`src/rtl/mem_port_arbiter_if.sv`:
```
// Bus bundle for mem_port_arbiter: fetch port, data port and unified memory port.
// The slave modport is the arbiter's view; master is the core/memory environment.
interface mem_port_arbiter_if #(
  parameter int ADDR_W = 32,
  parameter int DATA_W = 32
);
  logic              if_req;
  logic [ADDR_W-1:0] if_addr;
  logic [DATA_W-1:0] if_rdata;
  logic              if_ready;

  logic              d_req;
  logic              d_we;
  logic [ADDR_W-1:0] d_addr;
  logic [DATA_W-1:0] d_wdata;
  logic [DATA_W-1:0] d_rdata;
  logic              d_ready;

  logic              mem_req;
  logic              mem_we;
  logic [ADDR_W-1:0] mem_addr;
  logic [DATA_W-1:0] mem_wdata;
  logic [DATA_W-1:0] mem_rdata;
  logic              mem_ack;

  logic              busy;

  modport slave (
    input  if_req, if_addr,
    output if_rdata, if_ready,
    input  d_req, d_we, d_addr, d_wdata,
    output d_rdata, d_ready,
    output mem_req, mem_we, mem_addr, mem_wdata,
    input  mem_rdata, mem_ack,
    output busy
  );

  modport master (
    output if_req, if_addr,
    input  if_rdata, if_ready,
    output d_req, d_we, d_addr, d_wdata,
    input  d_rdata, d_ready,
    input  mem_req, mem_we, mem_addr, mem_wdata,
    output mem_rdata, mem_ack,
    input  busy
  );
endinterface

```
`src/rtl/mem_port_arbiter.sv`:
```
// Arbitrates one unified memory between the fetch and data ports, data first.
// Define ARB_STARVE_GUARD_EN to let fetch win after STARVE_LIMIT back-to-back data grants.
module mem_port_arbiter #(
  parameter int ADDR_W       = 32,
  parameter int DATA_W       = 32,
  parameter int STARVE_LIMIT = 4
) (
  input logic              clk,
  input logic              reset,
  mem_port_arbiter_if.slave bus
);

  typedef enum logic [1:0] {
    IDLE  = 2'd0,
    GNT_D = 2'd1,
    GNT_I = 2'd2
  } state_t;

  state_t state, state_nxt;

  logic              grant_d;
  logic              grant_i;
  logic              starve_force;

  logic              mem_we_q;
  logic [ADDR_W-1:0] mem_addr_q;
  logic [DATA_W-1:0] mem_wdata_q;
  logic [DATA_W-1:0] if_rdata_q;
  logic [DATA_W-1:0] d_rdata_q;
  logic              if_ready_q;
  logic              d_ready_q;

  if (STARVE_LIMIT < 1) begin : g_bad_limit
    $error("STARVE_LIMIT must be at least 1");
  end

`ifdef ARB_STARVE_GUARD_EN
  localparam int CNT_W = $clog2(STARVE_LIMIT + 1);
  localparam logic [CNT_W-1:0] CNT_MAX = CNT_W'(STARVE_LIMIT);

  logic [CNT_W-1:0] starve_cnt;

  assign starve_force = (starve_cnt == CNT_MAX) && bus.if_req && bus.d_req;

  // Counts data grants that left a fetch waiting; any relief for fetch clears it.
  always_ff @(posedge clk) begin
    if (reset) begin
      starve_cnt <= '0;
    end else if (state == IDLE) begin
      if (!bus.if_req || grant_i) begin
        starve_cnt <= '0;
      end else if (grant_d && (starve_cnt != CNT_MAX)) begin
        starve_cnt <= starve_cnt + 1'b1;
      end
    end
  end
`else
  assign starve_force = 1'b0;
`endif

  always_ff @(posedge clk) begin
    if (reset) begin
      state <= IDLE;
    end else begin
      state <= state_nxt;
    end
  end

  always_comb begin
    state_nxt = state;
    grant_d   = 1'b0;
    grant_i   = 1'b0;
    case (state)
      IDLE: begin
        if (bus.d_req && !starve_force) begin
          grant_d   = 1'b1;
          state_nxt = GNT_D;
        end else if (bus.if_req) begin
          grant_i   = 1'b1;
          state_nxt = GNT_I;
        end
      end
      GNT_D, GNT_I: begin
        if (bus.mem_ack) begin
          state_nxt = IDLE;
        end
      end
      default: state_nxt = IDLE;
    endcase
  end

  // Request fields are captured at grant time so they stay frozen until the ack.
  always_ff @(posedge clk) begin
    if (reset) begin
      mem_we_q    <= 1'b0;
      mem_addr_q  <= '0;
      mem_wdata_q <= '0;
      if_rdata_q  <= '0;
      d_rdata_q   <= '0;
      if_ready_q  <= 1'b0;
      d_ready_q   <= 1'b0;
    end else begin
      if_ready_q <= 1'b0;
      d_ready_q  <= 1'b0;
      if (grant_d) begin
        mem_we_q    <= bus.d_we;
        mem_addr_q  <= bus.d_addr;
        mem_wdata_q <= bus.d_wdata;
      end else if (grant_i) begin
        mem_we_q   <= 1'b0;
        mem_addr_q <= bus.if_addr;
      end
      if ((state == GNT_D) && bus.mem_ack) begin
        d_rdata_q <= bus.mem_rdata;
        d_ready_q <= 1'b1;
      end
      if ((state == GNT_I) && bus.mem_ack) begin
        if_rdata_q <= bus.mem_rdata;
        if_ready_q <= 1'b1;
      end
    end
  end

  assign bus.mem_req   = (state != IDLE);
  assign bus.busy      = (state != IDLE);
  assign bus.mem_we    = mem_we_q;
  assign bus.mem_addr  = mem_addr_q;
  assign bus.mem_wdata = mem_wdata_q;
  assign bus.if_rdata  = if_rdata_q;
  assign bus.if_ready  = if_ready_q;
  assign bus.d_rdata   = d_rdata_q;
  assign bus.d_ready   = d_ready_q;

endmodule

```
`src/flat_wrapper.sv`:
```
// flat-port wrapper written by rule: the top's interface ports become plain ports
module mem_port_arbiter_flat 
#(
  parameter int ADDR_W       = 32,
  parameter int DATA_W       = 32,
  parameter int STARVE_LIMIT = 4
)
  (clk, reset, bus_if_req, bus_if_addr, bus_if_rdata, bus_if_ready, bus_d_req, bus_d_we, bus_d_addr, bus_d_wdata, bus_d_rdata, bus_d_ready, bus_mem_req, bus_mem_we, bus_mem_addr, bus_mem_wdata, bus_mem_rdata, bus_mem_ack, bus_busy);
  mem_port_arbiter_if #(.ADDR_W(ADDR_W), .DATA_W(DATA_W)) bus_i ();
  input logic clk;
  input logic reset;
  input wire logic [$bits(bus_i.if_req)-1:0] bus_if_req;
  input wire logic [$bits(bus_i.if_addr)-1:0] bus_if_addr;
  output wire logic [$bits(bus_i.if_rdata)-1:0] bus_if_rdata;
  output wire logic [$bits(bus_i.if_ready)-1:0] bus_if_ready;
  input wire logic [$bits(bus_i.d_req)-1:0] bus_d_req;
  input wire logic [$bits(bus_i.d_we)-1:0] bus_d_we;
  input wire logic [$bits(bus_i.d_addr)-1:0] bus_d_addr;
  input wire logic [$bits(bus_i.d_wdata)-1:0] bus_d_wdata;
  output wire logic [$bits(bus_i.d_rdata)-1:0] bus_d_rdata;
  output wire logic [$bits(bus_i.d_ready)-1:0] bus_d_ready;
  output wire logic [$bits(bus_i.mem_req)-1:0] bus_mem_req;
  output wire logic [$bits(bus_i.mem_we)-1:0] bus_mem_we;
  output wire logic [$bits(bus_i.mem_addr)-1:0] bus_mem_addr;
  output wire logic [$bits(bus_i.mem_wdata)-1:0] bus_mem_wdata;
  input wire logic [$bits(bus_i.mem_rdata)-1:0] bus_mem_rdata;
  input wire logic [$bits(bus_i.mem_ack)-1:0] bus_mem_ack;
  output wire logic [$bits(bus_i.busy)-1:0] bus_busy;
  assign bus_i.if_req = bus_if_req;
  assign bus_i.if_addr = bus_if_addr;
  assign bus_if_rdata = bus_i.if_rdata;
  assign bus_if_ready = bus_i.if_ready;
  assign bus_i.d_req = bus_d_req;
  assign bus_i.d_we = bus_d_we;
  assign bus_i.d_addr = bus_d_addr;
  assign bus_i.d_wdata = bus_d_wdata;
  assign bus_d_rdata = bus_i.d_rdata;
  assign bus_d_ready = bus_i.d_ready;
  assign bus_mem_req = bus_i.mem_req;
  assign bus_mem_we = bus_i.mem_we;
  assign bus_mem_addr = bus_i.mem_addr;
  assign bus_mem_wdata = bus_i.mem_wdata;
  assign bus_i.mem_rdata = bus_mem_rdata;
  assign bus_i.mem_ack = bus_mem_ack;
  assign bus_busy = bus_i.busy;
  mem_port_arbiter #(.ADDR_W(ADDR_W), .DATA_W(DATA_W), .STARVE_LIMIT(STARVE_LIMIT)) u_core (.clk(clk), .reset(reset), .bus(bus_i));
endmodule
```
`config.mk`:
```
export PLATFORM = sky130hd
export DESIGN_NAME = mem_port_arbiter_flat
export DESIGN_NICKNAME = d
export VERILOG_FILES = /design/src/rtl/mem_port_arbiter_if.sv /design/src/rtl/mem_port_arbiter.sv /design/src/flat_wrapper.sv
export SDC_FILE = /design/constraint.sdc
export NUM_CORES = 1
export LEC_CHECK = 0
export CORE_MARGIN = 4
export CORE_UTILIZATION = 42
export CTS_CLUSTER_SIZE = 8
export DETAILED_ROUTE_END_ITERATION = 6
export PLACE_DENSITY = 0.86
export SKIP_LAST_GASP = 1
export SYNTH_ARGS = -nofsm -noshare
export SYNTH_HDL_FRONTEND = slang
export SYNTH_SLANG_ARGS = --single-unit
```
`constraint.sdc`:
```
create_clock -name clk -period 3.14 [get_ports clk]
set_input_delay 0.314 -clock clk [delete_from_list [all_inputs] [get_ports clk]]
set_output_delay 0.314 -clock clk [all_outputs]
set_load 0.05 [all_outputs]
```
# ---- Yosys cells after proc, flatten, opt, wreduce, memory -nomap -nowiden
# Cells that the tools add are included.
dict set report totals {
  inputBits 134
  reg_bits 133
  elab_cells 34
}
dict set report op_classes {
  mux 15
  n_eq_ne 4
  n_reduce_logical 7
}
# operator n
set op_table {}
lappend op_table {{2-to-1 mux 32 bit} 2}
lappend op_table {{2-to-1 mux 1 bit} 9}
lappend op_table {{2-to-1 mux 2 bit} 3}
lappend op_table {{case mux 2 bit (2 select lines)} 1}
lappend op_table {{nonzero test 2 bit} 2}
lappend op_table {{!= test 3 bit, second input constant} 1}
lappend op_table {{equality test 2 x 1 -> 1 bit, second input constant} 1}
lappend op_table {{equality test 2 bit, second input constant} 1}
lappend op_table {{logical AND 1 bit} 2}
lappend op_table {{zero test 2 bit} 1}
lappend op_table {{!= test 2 bit, second input constant} 1}
lappend op_table {{AND reduction 2 bit} 1}
lappend op_table {{OR reduction 2 bit} 1}

# ---- Depth between registers and ports, before layout
dict set report logic_depth {
  ltp_word 5
  mapped_depth 7
  ltp_nobuf 5
}

# ---- Worst setup path before layout
# Ideal clock, no wire load.
dict set report synth_timing {
  kind {reg-to-output}
  start {register u_core.state[0]}
  end {output port bus_mem_req}
  path_buffers 1
  setup_slack_ps 1556
  stages_incl_launch_ff 5
  t_arrival_ps 1270
  cell_sequence {dfxtp_1 inv_1 ha_1 inv_1 buf_4}
}
dict set report synth_between {
  elab_chain_cells 1
}
# element line_no
set synth_lines {}
lappend synth_lines {{from (decl)} mem_port_arbiter.sv:19} ;# state_t state, state_nxt;
lappend synth_lines {{from (signal assigned)} mem_port_arbiter.sv:65} ;# state <= state_nxt;
lappend synth_lines {{nonzero test 2 bit} n/a}
lappend synth_lines {{to (decl)} flat_wrapper.sv:22} ;# output wire logic [$bits(bus_i.mem_req)-1:0] bus_mem_req;
# Every way passes these cells.

# ---- Final worst setup path
dict set report layout_timing {
  start {register u_core.state[1]}
  end {output port bus_busy}
}
dict set report layout_between {
  elab_chain_cells 1
}
# element line_no
set layout_lines {}
lappend layout_lines {{nonzero test 2 bit} mem_port_arbiter.sv:125} ;# assign bus.busy = (state != IDLE);
lappend layout_lines {{to (decl)} flat_wrapper.sv:28} ;# output wire logic [$bits(bus_i.busy)-1:0] bus_busy;
# Every way passes these cells.

==> results.toml <==
[grt]
grt_first_pass_wirelength_microns = 23800
antenna_found_initial = 0
globalRoute.totalOverflow = 0
met2_usage_pct = 39.3
grt_pass1_vias = 4805
grt_max_degree = 77
met1_usage_pct = 24.3
met3_usage_pct = 9.27
grtUsageTotal_pct = 22.7
grt_most_used_layer = "met2"

[sta]
post-route-min-period_ps = 2370
skew_ps = 7.71
setup_slack_ps = 774
tightestPinTransition_ps = 709
period_share_pct = 75.4
slew_violations = 0
tns_ps = 0
setup_violations = 0
fmax_mhz = 423
hold_ws_ps = 440
hold_viol_final = 0
max_slew_margin_pct = 52.4
rsz0062_at_grt = "false"

[logic_synthesis]
netlist_area_sq_um = 4920
syn-num-nets = 759
yosys_register_bits = 133
yosysSeqAreaShare_pct = 54.1
synthAdderAreaFrac_pct = 0.763
synth_top_family_by_area = "simple AND/OR/NAND/NOR gates"
yosysWarnings = 0
synth-simple-area-share_pct = 29.6
synth.distinct_cells = 20
synth_compound_area_share_pct = 10.6
synth_cells = 622
synthMuxAreaShare_pct = 0
synthXorXnorAreaFrac_pct = 0
syn_avg_cell_area_sq_um = 7.91

[layout]
syn_to_final_growth_pct = 65.1
insertedDiodeCount = 0
drive_gt1_share_pct = 6.25
nets = 1005
utilization_pct = 70.9

[pwr]
power.density_nw_per_um2 = 597
p_comb_share_pct = 25.5
sw_frac_of_total_pct = 31.8
max-vdd-ir-drop_uv = 433
seqPwrFrac_pct = 38.6
clkPwrFrac_pct = 35.9
fin_total_pwr_uw = 4850
p_sw_uw = 1540
p_leak_uw = 0.00299
internal_power_uw = 3310

[critical_path]
crit_required_ps = 2830
path_common_cell = "inv_1"
max_stage_delay_ps = 820
crit_type = "reg -> out"
worstPathBufferInverterCount = 3
crit_arrival_ps = 2050
critPathSlowestCell = "clkdlybuf4s50_1"
path_cells = "inv_1 -> ha_1 -> inv_1 -> clkdlybuf4s50_1"
cp-end-kind = "primary output"
path_delay_family = "buffers and inverters"
cp_max_fo = 7
worstSetupStartpointType = "flip-flop"

[die]
core_area_sq_um = 11500
fp.dieArea_sq_um = 13500
die_h_microns = 116
start_util_pct = 42.9
io_pins = 267
fp.dieW_microns = 116
rows = 39

[clocking]
cts_root_buffer = "clkbuf_16"
path_clk_slew_ps = 60
clkLatencyLatePin_ps = 420
cts_tree = "built"
post_cts_buffers = 0
cts_resized = 0
cts_hold_buf = 0
clockBufferDepth = 2
cts.sinks = 133
cts.htree.levels = 4
cts_made_buffers = 17

[routing]
drt-pass1-iter-count = 5
num_vias = 5004
wl_microns = 15900
drtIter0Drc = 304
ant_nets = 0
wl_per_cell_microns = 15.5
route.detailed.drc = 0
via_per_inst = 4.89

[place]
gp_congestion = 0.801
dpl.hpwl_microns = 11000
pre_cts_slack_ps = 1100
port_buffers = 266

[outcome]
outcome = "finished clean"

[job]
cap_violations = 0

[hold_path]
hold_path.class = "in -> reg"
[through the flow]
stage | std cells | cell area (sq um)
6_report | 1023 | 8130
5_1_grt | 1023 | 8130
4_1_cts | 1023 | 8130
3_5_place_dp | 992 | 7610
3_3_place_gp | 992 | 7610
2_1_floorplan | 622 | 4920
[layout by cell type (no fill, tap or decap), drive strengths merged]
master	synthesis	layout
inv	3	3
clkdlybuf4s50	0	265
clkinvlp	0	2
clkinv	0	8
nand3b	1	1
buf	29	8
clkbuf	17	21
nand2b	4	4
a211oi	1	1
nor2	98	98
nand2	197	197
nor4	32	32
dfxtp	133	133
and2	3	3
a21o	1	1
o21a	1	1
a21oi	99	99
ha	3	3
[synth_stat cells, drive strengths merged]
| library cell | count | area share (%) |
|---|---|---|
| a211oi | 1 | 0.15 |
| a21o | 1 | 0.15 |
| a21oi | 99 | 10 |
| and2 | 3 | 0.38 |
| buf | 29 | 3.4 |
| clkbuf | 17 | 1.3 |
| dfxtp | 133 | 54 |
| ha | 3 | 0.76 |
| inv | 3 | 0.23 |
| nand2 | 197 | 15 |
| nand2b | 4 | 0.51 |
| nand3b | 1 | 0.23 |
| nor2 | 98 | 7.5 |
| nor4 | 32 | 6.0 |
| o21a | 1 | 0.18 |
[worst min-delay path, cell delays in order]
cell and delay [ps]:
clkdlybuf4s50_1 390, nand2_1 50, a21oi_1 50
[per-layer routing]
| metal | wire (microns) | vias up |
|---|---|---|
| li1 | - | 2507 |
| met1 | 5990 | 2286 |
| met2 | 7970 | 183 |
| met3 | 1500 | 28 |
| met4 | 409 | 0 |
| met5 | 0 | - |
[kinds of logic (layout without fill, tap and decap cells)]
logic type      after synthesis  in the layout
compound gates              102            102
simple gates                335            335
buf+inv                      49            307
flops                       133            133
fa+ha+maj                     3              3
[path summary, 6_finish.rpt]
path / to / from / cells past startpoint / slack (ps)
worst max register to register: u_core.bus.mem_addr[19]$_SDFFE_PP0P_ / u_core.state[0]$_SDFFE_PP0P_ / 5 / 1300
worst max-delay path: bus_busy / u_core.state[1]$_SDFFE_PP0P_ / 4 / 770
worst min register to register: u_core.bus.mem_wdata[15]$_SDFFE_PP0P_ / u_core.bus.mem_wdata[15]$_SDFFE_PP0P_ / 2 / 450
worst min-delay path: u_core.bus.mem_wdata[24]$_SDFFE_PP0P_ / bus_d_wdata[24] / 3 / 440
[flip-flops by register name, summed over array words and instances (netlist names)]
register and count:
u_core.bus.d_rdata 32, u_core.bus.if_rdata 32, u_core.bus.mem_addr 32, u_core.bus.mem_wdata 32, u_core.state 2, u_core.bus.d_ready 1
u_core.bus.if_ready 1, u_core.bus.mem_we 1
[final cells by class]
| type | count | area (sq um) |
|---|---|---|
| fillers | 887 | 3340 |
| clock buffers | 21 | 460 |
| repair buffers | 273 | 2740 |
| well taps | 143 | 179 |
| flip-flops and latches | 133 | 2660 |
| clock inverters | 10 | 58.8 |
| inverters | 3 | 11.3 |
| multi-input cells | 440 | 2020 |
[power groups by stage]
stage	clock network [uW]	registers (uW)	logic [uW]
after global placement	0	1900	1230
final	1740	1870	1240
after detailed placement	0	1910	1240
after CTS	1770	1870	1240
after global routing	1850	1880	1310
after floorplan	0	2320	343
Note: power is estimated with default switching activity, not from simulation.
